## config.mk

```make
export PLATFORM = sky130hd
export DESIGN_NAME = instr_issue_unit
export DESIGN_NICKNAME = d
export VERILOG_FILES = /design/src/rtl/instr_issue_unit.sv
export SDC_FILE = /design/constraint.sdc
export NUM_CORES = 1
export LEC_CHECK = 0
export ABC_AREA = 1
export CORE_ASPECT_RATIO = 0.7
export CORE_MARGIN = 1.5
export CORE_UTILIZATION = 25
export DETAILED_ROUTE_END_ITERATION = 6
export PLACE_DENSITY = 0.56
export SYNTH_ARGS = -nofsm -noshare
export SYNTH_HDL_FRONTEND = slang
export SYNTH_SLANG_ARGS = --single-unit
```

## constraint.sdc

```tcl
create_clock -name clk_i -period 3.12 [get_ports clk_i]
set_clock_uncertainty 0.2 [all_clocks]
set_input_delay 0.312 -clock clk_i [delete_from_list [all_inputs] [get_ports clk_i]]
set_output_delay 0.312 -clock clk_i [all_outputs]
set_load 0.02 [all_outputs]
```

## src/rtl/instr_issue_unit.sv

```systemverilog
// instr_issue_unit: fetches Thumb halfwords, issues them to controlunit and injects self-instructions.
// Optional issued-word counter enabled by defining ISSUE_CNT_EN.
module instr_issue_unit #(
  parameter int ADDR_W     = 10,
  parameter int START_ADDR = 0,
  parameter int INJ_MAX    = 8
) (
  input  logic              clk_i,
  input  logic              rst_n_i,
  input  logic              start_i,
  output logic              imem_rd_o,
  output logic [ADDR_W-1:0] imem_addr_o,
  input  logic [15:0]       imem_data_i,
  output logic [15:0]       instr_o,
  output logic              instr_valid_o,
  input  logic              branch_i,
  input  logic              self_instr_en_i,
  input  logic [15:0]       self_instr_i,
  input  logic              stall_self_i,
  input  logic              end_program_i,
  output logic              busy_o,
  output logic              halted_o,
  output logic              err_o,
  output logic [31:0]       issue_cnt_o
);
  typedef enum logic [2:0] {IDLE, FETCH, CAPTURE, ISSUE, INJECT, HALT} state_t;
  localparam int CW = $clog2(INJ_MAX + 1);
  state_t state_q, state_d;
  logic [ADDR_W-1:0] pc_q, pc_d, pc_next;
  logic [15:0] instr_q, instr_d, inj_q, inj_d;
  logic [CW-1:0] inj_cnt, cnt_d;
  logic err_q, err_d, stall_req;
  assign stall_req = self_instr_en_i && stall_self_i;
  // Taken conditional branch uses imm8, unconditional B uses imm11; both relative to pc+2
  assign pc_next = branch_i ? ADDR_W'(32'(pc_q) + 32'd2 + {{24{instr_q[7]}}, instr_q[7:0]})
                 : instr_q[15:11] == 5'b11100 ? ADDR_W'(32'(pc_q) + 32'd2 + {{21{instr_q[10]}}, instr_q[10:0]})
                 : pc_q + ADDR_W'(1);
  assign imem_rd_o     = state_q == FETCH;
  assign imem_addr_o   = pc_q;
  assign instr_valid_o = state_q == ISSUE || state_q == INJECT;
  assign instr_o       = state_q == ISSUE ? instr_q : state_q == INJECT ? inj_q : '0;
  assign busy_o        = state_q == FETCH || state_q == CAPTURE || state_q == ISSUE || state_q == INJECT;
  assign halted_o      = state_q == HALT;
  assign err_o         = err_q;
  always_comb begin
    state_d = state_q;
    pc_d    = pc_q;
    instr_d = instr_q;
    inj_d   = inj_q;
    cnt_d   = inj_cnt;
    err_d   = err_q;
    case (state_q)
      IDLE, HALT: if (start_i) begin
        state_d = FETCH;
        pc_d    = ADDR_W'(START_ADDR);
        err_d   = 1'b0;
      end
      FETCH: state_d = CAPTURE;
      CAPTURE: begin
        instr_d = imem_data_i;
        state_d = ISSUE;
      end
      ISSUE: begin
        state_d = end_program_i ? HALT : stall_req ? INJECT : FETCH;
        pc_d    = end_program_i ? pc_q : pc_next;
        inj_d   = (!end_program_i && stall_req) ? self_instr_i : inj_q;
        cnt_d   = (!end_program_i && stall_req) ? CW'(1) : inj_cnt;
      end
      INJECT: begin
        if (end_program_i) begin
          state_d = HALT;
          cnt_d   = '0;
        end else if (stall_req && 32'(inj_cnt) < INJ_MAX) begin
          inj_d = self_instr_i;
          cnt_d = inj_cnt + CW'(1);
        end else if (stall_req) begin
          err_d   = 1'b1;
          state_d = HALT;
          cnt_d   = '0;
        end else begin
          state_d = FETCH;
          cnt_d   = '0;
        end
      end
      default: state_d = IDLE;
    endcase
  end
  always_ff @(posedge clk_i or negedge rst_n_i) begin
    if (!rst_n_i) begin
      state_q <= IDLE;
      pc_q    <= ADDR_W'(START_ADDR);
      instr_q <= '0;
      inj_q   <= '0;
      inj_cnt <= '0;
      err_q   <= 1'b0;
    end else begin
      state_q <= state_d;
      pc_q    <= pc_d;
      instr_q <= instr_d;
      inj_q   <= inj_d;
      inj_cnt <= cnt_d;
      err_q   <= err_d;
    end
  end
`ifdef ISSUE_CNT_EN
  logic [31:0] cnt_q;
  logic start_ok;
  assign start_ok = (state_q == IDLE || state_q == HALT) && start_i;
  always_ff @(posedge clk_i or negedge rst_n_i) begin
    if (!rst_n_i) cnt_q <= '0;
    else if (start_ok) cnt_q <= '0;
    else if (instr_valid_o) cnt_q <= cnt_q + 32'd1;
  end
  assign issue_cnt_o = cnt_q;
`else
  assign issue_cnt_o = '0;
`endif
endmodule

```

==> impl_results.md <==
* Ratio of cells with drive above 1 in the final layout at 0.0782
* Global route overflow at 0
* Final setup fails at 0
* Die area at around 15000 um^2
* H-tree depth at 2
* Final hold vios at 0
* Die Span Y at 101 um
* Fin crit period at 2.84 ns
* Dpl cells at 700
* DRC violations left at 0
* Num CTS Buffers at 5
* Mapped Avg Cell Area at 7.61 um^2
* Largest net degree at the start of global routing at 33
* HP Class: flip-flop to flip-flop
* Final Net Count at around 580
* Final worst slack at 0.281 ns
* Slew of the pin with the lowest slew margin at 0.589 ns
* Placer Congestion at 0.882
* RSZ-0062 raised after global routing: no
* Max Freq at 352 MHz
* Slew Limit Fails at 0
* Ant. Diodes at 0
* Clock buffer depth at 2
* Antenna Nets Post-Route at 0
* Hold path start: inj_q[8]
* Filler cell count in the final layout at around 1400
* Synth area leader: dfrtp_1
* Worst-Skew Late Latency at around 0.30 ns
* Peak supply drop at 443 uV
* Avg WL per Cell at 12.6 um
* Worst setup SP type: flip-flop
* # hold bufs at CTS at 1
* Clock sink count at 50
* CP endpoint kind: flip-flop
* CP Class: flip-flop to flip-flop
* DR vias/cell at 4.29
* Top cells by area, synth: dfrtp_1 36%, nand2_1 11%, buf_4 7.2%
* Post-Syn Area at 3460 um^2
* Max-Cap Viols at 0
* Vias in the first global route at 2923
* Synth unique cells at 39
* Antenna violations before repair at 0
* Sequential element share of the synthesized area at 0.361
* Pleak at 2.15 nW
* Max FO, Critical Path at 6
* Hpwl dp at roughly 7200 um
* Clk slew on worst S/H paths at 0.07 ns
* Number of setup buffers added after CTS at 0
* Area fraction of the dominant cell type after synthesis at 0.361
* Initial Utilization at 0.259
* Clock tree from TritonCTS: done
* Final core utilization at 0.329
* Die width at about 140 um
* Final worst path period share at 0.910
* Setup TNS at 0 ns
* R2r startpoint: imem_addr_o[2]
* Root Driver: clkbuf_16
* DR vias at 3044
* Worst Setup SP: imem_addr_o[2]
* Setup slack at placement at 0.293 ns
* WP data required at 3.10 ns
* First-pass GRT wire length at 14600 um
* Hold WS at approximately 0.29 ns
* First-pass iteration count of the detailed router at 4
* DRT Wirelength at 8910 um
* Iter 0 DRT Violations at between 150 and 200
* Post-Synthesis Cells at 455
* Area Growth Syn to Fin at 26.9%
* Critical path arrival at 2.82 ns
* Fin cells at 709
* Yosys warns at 0
* Synth Register Bits at 50
* Max_slew headroom at 0.607
* # rows at 35
* Number of buffers added on ports at 69
* Number of gates resized after cts at 0
* Core area at 13400 um^2
* Status: complete, no violations
* Ports at 102
* PD cells at 951 nW/um^2
* Aggregate global-route resource usage at 0.129
## final timing paths
check                                 end  cells past startpoint  slack (ns)
max                        imem_addr_o[8]                     13        0.28
max in group asynchronous     instr_q[13]                      3        1.59
min reg2reg                      inj_q[8]                      2        0.29
min in group asynchronous      inj_cnt[3]                      2        0.35
min                              inj_q[8]                      2        0.29
max reg2reg                imem_addr_o[8]                     13        0.28
## through the flow
step | area [um^2] | power [mW]
floorplan | 3580 | 2.84
global placement | 4220 | 3.52
detailed placement | 4220 | 3.58
CTS | 4390 | 4.22
global route | 4390 | 4.56
finish | 4390 | 4.18
## Yosys cell counts
library cell and count:
nand4_1 1, buf_4 33, nor3_1 5, buf_6 1, a211oi_1 1, nor2_2 3
xnor2_1 5, mux2_2 9, conb_1 1, fa_1 1, nor3_2 1, and3_1 1
o21bai_1 1, nor2_1 28, a22o_1 10, ha_1 13, a21oi_1 20, buf_2 9
or2_2 1, nand2_1 102, o21ai_0 21, mux2i_1 1, o211ai_2 1, dfrtp_1 50
o22ai_1 3, a21o_1 2, a21oi_2 1, nand2_2 4, inv_2 7, xor2_1 8
a31oi_1 3, o211ai_1 1, clkbuf_1 1, inv_1 51, nand3_1 35, nor2_4 1
nor3b_4 1, o32ai_1 1, o21ai_1 17
## sequential cells by signal (all words and copies together), names as in the netlist
register     cells
instr_q         16
err_o            1
state_q          3
imem_addr_o     10
inj_cnt          4
inj_q           16
## cells in the final DEF (no fill, tap or decap), types with 4 or more instances in the layout
master | synthesis | routed
nand2_1 | 102 | 102
mux2_2 | 9 | 9
inv_2 | 7 | 7
inv_1 | 51 | 51
nor2_1 | 28 | 28
nand3_1 | 35 | 35
buf_4 | 33 | 4
xnor2_1 | 5 | 5
nor3_1 | 5 | 5
o21ai_1 | 17 | 17
dfrtp_1 | 50 | 50
nand2_2 | 4 | 4
o21ai_0 | 21 | 21
conb_1 | 1 | 32
clkdlybuf4s50_1 | 0 | 68
xor2_1 | 8 | 8
a22o_1 | 10 | 10
a21oi_1 | 20 | 20
clkbuf_16 | 0 | 5
ha_1 | 13 | 13
## cell type report
type,instances,area (um^2),area share
multi-input cells,334,1800,0.410
clock inverters,2,37.5,0.00854
well taps,185,231,0.0527
repair buffers,74,726,0.165
inverters,58,218,0.0495
clock buffers,6,129,0.0293
flip-flops and latches,50,1250,0.285
## where the power goes
part           leakage (nW)  switching, mW  internal (mW)
combinational          1.46           1.38          0.991
sequential            0.619          0.253          0.932
clock                0.0771          0.248          0.379
total                  2.15           1.88           2.30
## worst max-delay path: stages (launching register included)
cell and delay (ns):
dfrtp_1 0.44, ha_1 0.24, nand2_1 0.12, nor2_4 0.19
nand2_1 0.09, xor2_1 0.15, ha_1 0.33, inv_1 0.11
o21ai_0 0.08, a21oi_1 0.24, a21oi_1 0.10, or2_2 0.30
nand3_1 0.08, nand2_1 0.06
## cell families after synthesis
family,synth area share
AO/OA/AOI/OAI,0.140
multiplexers,0.0322
XOR/XNOR,0.0329
buffers and inverters,0.152
adder cells (fa/ha/maj),0.0528
other,0.00108
AND/OR/NAND/NOR,0.228
flip-flops,0.361
## per-layer routing
metal	vias to the layer above	track usage	wire length [um]
met5	-	0	0
met4	0	0.0353	65
met3	5	0.0331	469
met2	85	0.190	3740
met1	1406	0.187	4630
li1	1548	-	-
No activity file was read; power rests on OpenSTA's default activity.
